`src/rtl/sevenseg_pkg.sv`:
```
// Shared constants for the seven-segment scan driver: segment decode table,
// the "all segments off" pattern and the digit-index width helper.
package sevenseg_pkg;

    typedef logic [6:0] seg_t;

    // Active-high {a,b,c,d,e,f,g}; listed from nibble 15 down to nibble 0.
    localparam logic [15:0][6:0] SEG_TABLE = {
        7'b1000111, 7'b1001111, 7'b0111101, 7'b1001110,
        7'b0011111, 7'b1110111, 7'b1111011, 7'b1111111,
        7'b1110000, 7'b1011111, 7'b1011011, 7'b0110011,
        7'b1111001, 7'b1101101, 7'b0110000, 7'b1111110
    };

    localparam seg_t SEG_OFF = 7'b0000000;

    function automatic int unsigned idx_width(input int unsigned digits);
        return (digits > 1) ? $clog2(digits) : 1;
    endfunction

endpackage

```
`src/rtl/sevenseg_scan_driver_if.sv`:
```
// Bundle between the datapath, the scan driver and the display pins.
// The datapath side uses modport master; the driver uses modport slave.
interface sevenseg_scan_driver_if #(
    parameter int unsigned DIGITS = 4
);
    logic [4*DIGITS-1:0] value;
    logic [DIGITS-1:0]   dp_in;
    logic [DIGITS-1:0]   blank_in;
    logic                load;
    logic                load_ack;
    logic [6:0]          seg;
    logic                dp;
    logic [DIGITS-1:0]   an;
    logic                frame_start;

    modport master (
        output value,
        output dp_in,
        output blank_in,
        output load,
        input  load_ack,
        input  seg,
        input  dp,
        input  an,
        input  frame_start
    );

    modport slave (
        input  value,
        input  dp_in,
        input  blank_in,
        input  load,
        output load_ack,
        output seg,
        output dp,
        output an,
        output frame_start
    );

endinterface

```
`src/rtl/hex_to_seg.sv`:
```
// Combinational hex nibble to active-high seven-segment pattern.
module hex_to_seg
    import sevenseg_pkg::*;
(
    input  logic [3:0] nibble,
    output seg_t       seg
);

    assign seg = SEG_TABLE[nibble];

endmodule

```
`src/rtl/sevenseg_scan_driver.sv`:
```
// Time-multiplexed seven-segment driver with frame-synchronous data update.
// Optional feature macro: LEADING_ZERO_BLANK_EN (auto-blank leading zero digits).
module sevenseg_scan_driver
    import sevenseg_pkg::*;
#(
    parameter int unsigned DIGITS         = 4,
    parameter int unsigned PRESCALE       = 50000,
    parameter bit          SEG_ACTIVE_LOW = 1'b1,
    parameter bit          AN_ACTIVE_LOW  = 1'b1
) (
    input logic                   clk,
    input logic                   rst_n,
    sevenseg_scan_driver_if.slave bus
);

    localparam int unsigned IdxW = idx_width(DIGITS);
    localparam int unsigned CntW = (PRESCALE > 2) ? $clog2(PRESCALE) : 1;

    localparam seg_t              SegOffPin = SEG_ACTIVE_LOW ? ~SEG_OFF : SEG_OFF;
    localparam logic              DpOffPin  = SEG_ACTIVE_LOW ? 1'b1 : 1'b0;
    localparam logic [DIGITS-1:0] AnOffPin  = AN_ACTIVE_LOW ? {DIGITS{1'b1}} : {DIGITS{1'b0}};

    logic [CntW-1:0]     cnt_q;
    logic [IdxW-1:0]     idx_q;

    logic [4*DIGITS-1:0] pend_value_q;
    logic [DIGITS-1:0]   pend_dp_q;
    logic [DIGITS-1:0]   pend_blank_q;
    logic                pend_flag_q;

    logic [4*DIGITS-1:0] act_value_q;
    logic [DIGITS-1:0]   act_dp_q;
    logic [DIGITS-1:0]   act_blank_q;

    logic                swap_q;
    logic                load_ack_q;
    logic                frame_start_q;
    seg_t                seg_q;
    logic                dp_q;
    logic [DIGITS-1:0]   an_q;

    logic                tick;
    logic                last_digit;
    logic                boundary;
    logic                commit;

    logic [3:0]          sel_nibble;
    logic                sel_dp;
    logic                sel_blank;
    logic                sel_lz;
    logic [DIGITS-1:0]   lz_mask;
    logic [DIGITS-1:0]   an_hi;
    seg_t                dec_seg;
    seg_t                seg_hi;
    logic                dp_hi;
    seg_t                seg_pin_d;
    logic                dp_pin_d;
    logic [DIGITS-1:0]   an_pin_d;

    assign tick       = (cnt_q == CntW'(PRESCALE - 1));
    assign last_digit = (idx_q == IdxW'(DIGITS - 1));
    assign boundary   = tick && last_digit;
    // A load landing on the boundary cycle is applied directly, not deferred a frame.
    assign commit     = boundary && (pend_flag_q || bus.load);

`ifdef LEADING_ZERO_BLANK_EN
    logic upper_zero;

    always_comb begin
        lz_mask    = '0;
        upper_zero = 1'b1;
        for (int i = int'(DIGITS) - 1; i > 0; i--) begin
            upper_zero = upper_zero && (act_value_q[4*i +: 4] == 4'h0);
            lz_mask[i] = upper_zero;
        end
    end
`else
    assign lz_mask = '0;
`endif

    always_comb begin
        sel_nibble = 4'h0;
        sel_dp     = 1'b0;
        sel_blank  = 1'b0;
        sel_lz     = 1'b0;
        an_hi      = '0;
        for (int i = 0; i < int'(DIGITS); i++) begin
            if (idx_q == IdxW'(i)) begin
                sel_nibble = act_value_q[4*i +: 4];
                sel_dp     = act_dp_q[i];
                sel_blank  = act_blank_q[i];
                sel_lz     = lz_mask[i];
                an_hi[i]   = 1'b1;
            end
        end
    end

    hex_to_seg u_hex_to_seg (
        .nibble (sel_nibble),
        .seg    (dec_seg)
    );

    always_comb begin
        seg_hi    = (sel_blank || sel_lz) ? SEG_OFF : dec_seg;
        dp_hi     = !sel_blank && sel_dp;
        seg_pin_d = SEG_ACTIVE_LOW ? ~seg_hi : seg_hi;
        dp_pin_d  = SEG_ACTIVE_LOW ? ~dp_hi : dp_hi;
        an_pin_d  = AN_ACTIVE_LOW ? ~an_hi : an_hi;
    end

    always_ff @(posedge clk or negedge rst_n) begin
        if (!rst_n) begin
            cnt_q         <= '0;
            idx_q         <= '0;
            pend_value_q  <= '0;
            pend_dp_q     <= '0;
            pend_blank_q  <= '0;
            pend_flag_q   <= 1'b0;
            act_value_q   <= '0;
            act_dp_q      <= '0;
            act_blank_q   <= '1;
            swap_q        <= 1'b0;
            load_ack_q    <= 1'b0;
            frame_start_q <= 1'b0;
            seg_q         <= SegOffPin;
            dp_q          <= DpOffPin;
            an_q          <= AnOffPin;
        end else begin
            cnt_q <= tick ? '0 : cnt_q + 1'b1;
            if (tick) begin
                idx_q <= last_digit ? '0 : idx_q + 1'b1;
            end

            if (bus.load) begin
                pend_value_q <= bus.value;
                pend_dp_q    <= bus.dp_in;
                pend_blank_q <= bus.blank_in;
            end

            if (commit) begin
                act_value_q <= bus.load ? bus.value    : pend_value_q;
                act_dp_q    <= bus.load ? bus.dp_in    : pend_dp_q;
                act_blank_q <= bus.load ? bus.blank_in : pend_blank_q;
                pend_flag_q <= 1'b0;
            end else if (bus.load) begin
                pend_flag_q <= 1'b1;
            end

            // Ack trails the swap by one cycle so it lines up with digit 0 at the pins.
            swap_q        <= commit;
            load_ack_q    <= swap_q;
            frame_start_q <= (idx_q == '0) && (cnt_q == '0);
            seg_q         <= seg_pin_d;
            dp_q          <= dp_pin_d;
            an_q          <= an_pin_d;
        end
    end

    assign bus.load_ack    = load_ack_q;
    assign bus.frame_start = frame_start_q;
    assign bus.seg         = seg_q;
    assign bus.dp          = dp_q;
    assign bus.an          = an_q;

endmodule

```
`src/flat_wrapper.sv`:
```
// flat-port wrapper written by rule: the top's interface ports become plain ports
module sevenseg_scan_driver_flat import sevenseg_pkg::*;
#(
    parameter int unsigned DIGITS         = 4,
    parameter int unsigned PRESCALE       = 50000,
    parameter bit          SEG_ACTIVE_LOW = 1'b1,
    parameter bit          AN_ACTIVE_LOW  = 1'b1
)
  (clk, rst_n, bus_value, bus_dp_in, bus_blank_in, bus_load, bus_load_ack, bus_seg, bus_dp, bus_an, bus_frame_start);
  sevenseg_scan_driver_if #(.DIGITS(DIGITS)) bus_i ();
  input logic clk;
  input logic rst_n;
  input wire logic [$bits(bus_i.value)-1:0] bus_value;
  input wire logic [$bits(bus_i.dp_in)-1:0] bus_dp_in;
  input wire logic [$bits(bus_i.blank_in)-1:0] bus_blank_in;
  input wire logic [$bits(bus_i.load)-1:0] bus_load;
  output wire logic [$bits(bus_i.load_ack)-1:0] bus_load_ack;
  output wire logic [$bits(bus_i.seg)-1:0] bus_seg;
  output wire logic [$bits(bus_i.dp)-1:0] bus_dp;
  output wire logic [$bits(bus_i.an)-1:0] bus_an;
  output wire logic [$bits(bus_i.frame_start)-1:0] bus_frame_start;
  assign bus_i.value = bus_value;
  assign bus_i.dp_in = bus_dp_in;
  assign bus_i.blank_in = bus_blank_in;
  assign bus_i.load = bus_load;
  assign bus_load_ack = bus_i.load_ack;
  assign bus_seg = bus_i.seg;
  assign bus_dp = bus_i.dp;
  assign bus_an = bus_i.an;
  assign bus_frame_start = bus_i.frame_start;
  sevenseg_scan_driver #(.DIGITS(DIGITS), .PRESCALE(PRESCALE), .SEG_ACTIVE_LOW(SEG_ACTIVE_LOW), .AN_ACTIVE_LOW(AN_ACTIVE_LOW)) u_core (.clk(clk), .rst_n(rst_n), .bus(bus_i));
endmodule
```
`config.mk`:
```
export PLATFORM = sky130hd
export DESIGN_NAME = sevenseg_scan_driver_flat
export DESIGN_NICKNAME = d
export VERILOG_FILES = /design/src/rtl/sevenseg_pkg.sv /design/src/rtl/sevenseg_scan_driver_if.sv /design/src/rtl/hex_to_seg.sv /design/src/rtl/sevenseg_scan_driver.sv /design/src/flat_wrapper.sv
export SDC_FILE = /design/constraint.sdc
export NUM_CORES = 1
export LEC_CHECK = 0
export ABC_CLOCK_PERIOD_IN_PS = 4600
export BUFFER_PORTS_ARGS = -buffer_cell sky130_fd_sc_hd__buf_2
export CORE_MARGIN = 2
export CORE_UTILIZATION = 63
export CTS_BUF_LIST = sky130_fd_sc_hd__clkbuf_8 sky130_fd_sc_hd__clkbuf_16
export CTS_CLUSTER_SIZE = 12
export DETAILED_ROUTE_END_ITERATION = 7
export PLACE_DENSITY = 0.85
export SYNTH_ARGS = -nofsm -noshare
export SYNTH_HDL_FRONTEND = slang
export SYNTH_HIERARCHICAL = 1
export SYNTH_SLANG_ARGS = --single-unit
```
`constraint.sdc`:
```
create_clock -name clk -period 4.6 [get_ports clk]
set_clock_uncertainty 0.05 [all_clocks]
set_input_delay 0.46 -clock clk [delete_from_list [all_inputs] [get_ports clk]]
set_output_delay 0.46 -clock clk [all_outputs]
set_load 0.05 [all_outputs]
```
==> results of run 1 <==
worst max path at each step:
| stage | slack, ps | from | endpoint |
|---|---|---|---|
| 4_1_cts | 1580 | u_core/idx_q[0] | u_core/bus.seg[3] |
| 2_1_floorplan | 1950 | u_core/idx_q[1] | u_core/bus.seg[3] |
| 6_report | 1560 | u_core/idx_q[0] | u_core/bus.seg[3] |
| 3_3_place_gp | 1830 | u_core/idx_q[0] | u_core/bus.seg[3] |
| 5_1_grt | 1350 | u_core/idx_q[0] | u_core/bus.seg[3] |
| 3_5_place_dp | 1600 | u_core/idx_q[0] | u_core/bus.seg[3] |
flip-flops by register name, indices dropped and copies added, names as in the netlist:
name / flops
u_core/act_blank_q: 4
u_core/act_dp_q: 4
u_core/act_value_q: 16
u_core/bus.an: 4
u_core/bus.dp: 1
u_core/bus.frame_start: 1
u_core/bus.load_ack: 1
u_core/bus.seg: 7
u_core/cnt_q: 16
u_core/idx_q: 2
u_core/pend_blank_q: 4
u_core/pend_dp_q: 4
u_core/pend_flag_q: 1
u_core/pend_value_q: 16
u_core/swap_q: 1
layer usage:
metal	wire length [um]	track usage [%]
met4	120	10.2
met2	3420	37.6
met3	273	5.33
met5	0	0
met1	2810	27.1
power breakdown:
group / internal (mW) / leakage, nW / switching [mW]
clock network: 0.321 / 0.112 / 0.258
registers: 0.742 / 1.01 / 0.00501
logic: 0.0277 / 0.808 / 0.0322
total: 1.09 / 1.93 / 0.295
kinds of logic (layout without fill, tap and decap cells):
family | count (synthesis) | count (layout)
AO/OA/AOI/OAI | 23 | 23
XOR/XNOR | 14 | 14
adder cells (fa/ha/maj) | 13 | 13
buffers and inverters | 26 | 73
flip-flops | 82 | 82
multiplexers | 54 | 54
AND/OR/NAND/NOR | 75 | 75
cell usage after synthesis (2+ instances only):
library cell   n  area [um2]
a21oi_1        6        30.0
dfrtp_1       66        1650
buf_6          3        33.8
mux2_4        19         285
a221oi_1       4        35.0
nand3_1        8        40.0
buf_2          2        10.0
nand3b_1       2        15.0
nor2_1        16        60.1
mux2_2        32         360
o21ai_0        3        15.0
buf_12         2        40.0
nand4_1        5        31.3
mux2i_1        2        20.0
nand2_1       20        75.1
and3_1         2        12.5
xor2_1         8        70.1
nor4_1         3        18.8
xnor2_1        6        52.6
dfstp_2       16         420
o31ai_1        4        30.0
ha_1          13         163
inv_1         14        52.6
clkbuf_1       4        15.0
nor3_1         6        30.0
nor2b_1        3        18.8
per-stage QoR:
step | utilization, % | worst slack, ps | hold WS, ps
global route | 71.9 | 1350 | 292
global placement | 67.9 | 1830 | 304
detailed placement | 67.9 | 1600 | 296
floorplan | - | 1950 | 114
CTS | 71.8 | 1580 | 250
finish | 71.9 | 1560 | 198
layout make-up:
class / count / area share, %
Multi-Input combinational cell: 179 / 36.5
Clock buffer: 10 / 3.27
Clock inverter: 6 / 2.14
Inverter: 14 / 1.25
Sequential cell: 82 / 49.3
Tap cell: 75 / 2.23
Timing Repair Buffer: 43 / 5.30
==> impl_metrics.yaml, run 1 <==
synth:
  seq_area_frac_synth_pct: 54.9
  synth_ff_type: "dfrtp_1"
  synth_edf_count: 0
  synth-seq-cells: 82
  synthesis.area_mm2: 0.00377
  yosys.area_share.adder_pct: 4.31
  synth_nets: 327
  synthSimpleGateAreaFrac_pct: 10.5
  synth_top_family_by_area: "multiplexers"
  yosys_warnings: 6
  synth_cells: 287
  async_reset_ff_share_pct: 100
  yosysUniqueCellTypes: 44
  synthMuxAreaShare_pct: 18.3
  syn_avg_cell_area_um2: 13.1
  synth-compound-area-share_pct: 4.34
  synth-xor-area-share_pct: 3.25
timing:
  finalHoldViolCount: 0
  max_slew_margin_pct: 35.1
  slew_viol_final: 0
  final.period_utilization_pct: 66.0
  finalSetupViolations: 0
  rsz0062_at_grt: "no"
  tightest_slew_ps: 974
  max_freq_mhz: 329
  period_minus_slack_ps: 3040
  setup_tns_ps: 0
worst_setup_path:
  cp.arrival_ps: 3280
  crit_path_end_kind: "register"
  critPathSlowestCell: "o31ai_1"
  critPathRequiredTime_ps: 4840
  crit_family: "compound AO/OA/AOI/OAI gates"
  critPathMaxFanout: 5
  timing.rr.end: "u_core/bus.seg[3]"
  crit_type: "register to register"
  r2r-start: "u_core/idx_q[0]"
  path_buf_inv: 2
  rr_worst_depth: 9
  path_cells: "inv_1 > ha_1 > nor2b_1 > a221oi_1 > o31ai_1 > inv_1 > ha_1 > mux4_1 > nand2_1"
  max_stage_delay_ps: 560
  reg2reg_slack_ps: 1560
  path_depth: 9
  cp-start-kind: "register"
final_layout:
  drive_above_1_share_pct: 39.5
  instances_no_fill: 409
  area_growth_pct: 11.4
  layout_common_cells: "dfrtp_1 (66), buf_2 (40), mux2_2 (32)"
  fillCellCount: 396
  antennaDiodeCount: 0
  final_common_cell: "dfrtp_1"
  multi_input_area_mm2: 0.00154
  nets: 369
  regArea_mm2: 0.00207
  fin_area_mm2: 0.00421
route:
  drt_iter0_markers: 198
  firstDrtPassIters: 4
  drt.antenna.violating_nets: 0
  drc: 0
  wl_per_cell_um: 16.2
  vias_per_cell: 5.62
  dr_total_vias: 2299
  wl_mm: 6.63
run:
  maxCapViolCount: 0
global_routing:
  grt-ovfl-total: 0
  grt_pass1_vias: 2357
  grt_pass1_wl_mm: 10.9
  grt_max_degree: 83
  antenna_found_initial: 0
  grt_use_total_pct: 22.3
power:
  power_density_mw_per_mm2: 330
  leakagePower_nw: 1.93
  power_mw: 1.39
  peakVddDrop_mv: 0.217
clocking:
  cts_sinks: 82
  cts_resized: 0
  clk_pin_slew_ps: 80
  holdBufCountCts: 0
  cts_root_buf: "clkbuf_8"
  ctsHtreeMaxLevel: 3
  postCtsSetupBuffers: 0
  cts_tree: "yes"
  clock_path_buffers: 2
  clock_latency_ps: 350
  cts_made_buffers: 9
floorplan:
  fp.dieH_um: 81.4
  ioPinCount: 41
  core-area_mm2: 0.00585
  die_area_mm2: 0.00663
  start_util_pct: 64.5
  rows: 28
  fp.dieW_um: 81.4
worst_hold_path:
  hold_class: "input pin to async pin"
placement:
  port_buffers: 40
  dp.cells: 392
  placed_area_mm2: 0.00397
  gp_congestion: 0.844
  detailed_place_hpwl_mm: 4.33
run_status:
  status: "finished clean"
No activity file was read; power rests on OpenSTA's default activity.
==> run 2: changes to the inputs <==
- ABC_AREA: not set -> 1
- ABC_CLOCK_PERIOD_IN_PS: 4600 -> 3050
- CORE_UTILIZATION: 63 -> 59
- PLACE_DENSITY: 0.85 -> 0.8
- clock period: 4.6 -> 3.05 ns (I/O delays scaled with it)
==> run 2 against run 1 <==
- critical path depth rose by 4
- maximum frequency rose by 21%
- count of clock-buffer cells in the layout fell by 1
- sequential power rose by 50%
- final cell count rose by 47%
- cell area rose by 3.7%
- global-route usage rose by 2.5 points
- power rose by 40%
- routed wire length rose by 25%
- register-to-register slack got worse by 1000 ps
==> impl_metrics.yaml, run 2 <==
run_status:
  status: "finished clean"
route:
  drc: 0
  vias_per_cell: 5.33
  drt.antenna.violating_nets: 0
  drt_iter0_markers: 199
  dr_total_vias: 3197
  wl_mm: 8.31
  firstDrtPassIters: 5
  wl_per_cell_um: 13.8
timing:
  setup_tns_ps: 0
  finalHoldViolCount: 0
  max_slew_margin_pct: 33.6
  final.period_utilization_pct: 82.6
  rsz0062_at_grt: "no"
  slew_viol_final: 0
  max_freq_mhz: 397
  tightest_slew_ps: 996
  finalSetupViolations: 0
  period_minus_slack_ps: 2520
  finalWorstSetupSlack_ps: 531
final_layout:
  final_common_cell: "nand2_1"
  fin_area_mm2: 0.00436
  reg.largest.list: "u_core/act_value_q (16), u_core/cnt_q (16), u_core/pend_value_q (16)"
  drive_above_1_share_pct: 18.2
  antennaDiodeCount: 0
  layout_common_cells: "nand2_1 (195), dfrtp_1 (66), buf_2 (39)"
  nets: 558
  area_growth_pct: 9.05
worst_setup_path:
  crit_top_cell: "nand2_1"
  cp-start-kind: "register"
  max_stage_delay_ps: 420
  critPathMaxFanout: 8
  crit_type: "register to register"
  critPathSlowestCell: "dfrtp_1"
  path_cells: "inv_1 > ha_1 > nand2_1 > o21ai_0 > nand2_1 > a21oi_1 > inv_1 > ha_1 > nand2_1 > o21ai_0 > nand2_1 > nand2_1 > nand2_1"
  critPathRequiredTime_ps: 3270
  cp.arrival_ps: 2740
  crit_path_end_kind: "register"
global_routing:
  grt_pass1_vias: 3115
  grt_max_degree: 83
  grt-ovfl-total: 0
  grt_pass1_wl_mm: 14.6
  antenna_found_initial: 0
  grt_use_total_pct: 24.9
floorplan:
  core-area_mm2: 0.00646
  fp.dieH_um: 86.3
  rows: 29
  die_area_mm2: 0.00745
  start_util_pct: 61.9
  ioPinCount: 41
  fp.dieW_um: 86.3
synth:
  synth_cells: 484
  synth_nets: 524
  yosysUniqueCellTypes: 26
  async_reset_ff_share_pct: 100
  ys_top_cells_by_count: "nand2_1 (195), dfrtp_1 (66), nor2_1 (38), inv_1 (37), nand4_1 (28)"
  yosys_warnings: 6
  synth_area_leaders: "dfrtp_1 (41%), nand2_1 (18%), dfstp_2 (11%), nand4_1 (4.4%), ha_1 (4.1%)"
  synth_edf_count: 0
  synth_top_area_share_pct: 41.3
  synthesis.area_mm2: 0.00400
  syn_avg_cell_area_um2: 8.26
  synth_ff_type: "dfrtp_1"
  synth_top_area_cell: "dfrtp_1"
  synth-seq-cells: 82
  yosysMostFrequentCell: "nand2_1"
  seq_area_frac_synth_pct: 51.8
clocking:
  cts_tree: "yes"
  cts_root_buf: "clkbuf_8"
  postCtsSetupBuffers: 0
  holdBufCountCts: 0
  cts_made_buffers: 9
  clk_pin_slew_ps: 90
  cts_resized: 0
  ctsHtreeMaxLevel: 3
  clock_latency_ps: 360
  clock_path_buffers: 2
  cts_sinks: 82
power:
  peakVddDrop_mv: 0.305
  leakagePower_nw: 2.31
  power_density_mw_per_mm2: 447
placement:
  detailed_place_hpwl_mm: 5.69
  port_buffers: 40
  placed_area_mm2: 0.00418
  gp_congestion: 0.975
  place_ws_ps: 639
worst_hold_path:
  hold_class: "input pin to async pin"
run:
  maxCapViolCount: 0
## run 2: cell types whose count changed in the layout (fill, tap and decap cells not counted), sizes merged, moves of 6 or more
| cell | previous run | this run |
|---|---|---|
| o21ai | 3 | 10 |
| xnor2 | 6 | 0 |
| mux2 | 51 | 0 |
| inv | 14 | 44 |
| nand3 | 8 | 16 |
| nor2 | 16 | 42 |
| a21oi | 6 | 12 |
| nand2 | 20 | 206 |
| nand4 | 5 | 29 |
## run 2: power by group
group          leakage (nW)  switching, mW  internal, mW
combinational          1.20         0.0594        0.0249
clock                0.0912          0.429         0.310
sequential             1.03        0.00815          1.12
## run 2: worst paths after layout
check,from,end,slack [ps],cells after the start
setup / recovery,u_core/idx_q[0],u_core/bus.seg[3],530,13
max in group asynchronous,rst_n,u_core/act_dp_q[1],2250,1
setup reg to reg,u_core/idx_q[0],u_core/bus.seg[3],530,13
hold / removal,rst_n,u_core/cnt_q[6],40,1
hold reg to reg,u_core/swap_q,u_core/bus.load_ack,310,0
min in group clk,bus_dp_in[2],u_core/pend_dp_q[2],120,3
## run 2: cell type report
| cell class | count | area, um2 |
|---|---|---|
| clock buffers | 9 | 124 |
| clock inverters | 7 | 60.1 |
| fillers | 530 | 2100 |
| inverters | 40 | 150 |
| multi-input cells | 343 | 1640 |
| flip-flops and latches | 82 | 2070 |
| well taps | 77 | 96.3 |
| repair buffers | 42 | 218 |
## run 2: critical path, delay by kind of cell (launching register included)
| kind | cells | cell delay [ps] |
|---|---|---|
| fa+ha+maj | 2 | 640 |
| compound gates | 3 | 610 |
| flops | 1 | 420 |
| simple gates | 6 | 410 |
| buf+inv | 2 | 300 |
## run 2: stage by stage
stage / total power, mW / utilization [%] / hold slack, ps / instances
after floorplan: 1.18 / - / -40.6 / 484
final: 1.95 / 67.5 / 36.5 / 600
after global placement: 1.23 / 64.6 / 282 / 584
after detailed placement: 1.23 / 64.6 / 296 / 584
after CTS: 1.96 / 67.5 / 92.8 / 600
after global routing: 2.01 / 67.5 / 125 / 600
## run 2: layer usage
| metal | GRT usage, % | up-vias | wire (um) |
|---|---|---|---|
| met3 | 4.10 | 26 | 395 |
| met2 | 39.4 | 108 | 3870 |
| met4 | 11.6 | 0 | 227 |
| met1 | 33.9 | 1478 | 3820 |
| met5 | 0 | - | 0 |
| li1 | - | 1585 | - |
## run 2: cell families after synthesis
logic type               count (synthesis)  share of synthesized area [%]
flip-flops                              82                           51.8
AND/OR/NAND/NOR                        299                           32.2
AO/OA/AOI/OAI                           24                           3.19
XOR/XNOR                                 7                           1.53
buffers and inverters                   59                           7.17
adder cells (fa/ha/maj)                 13                           4.07
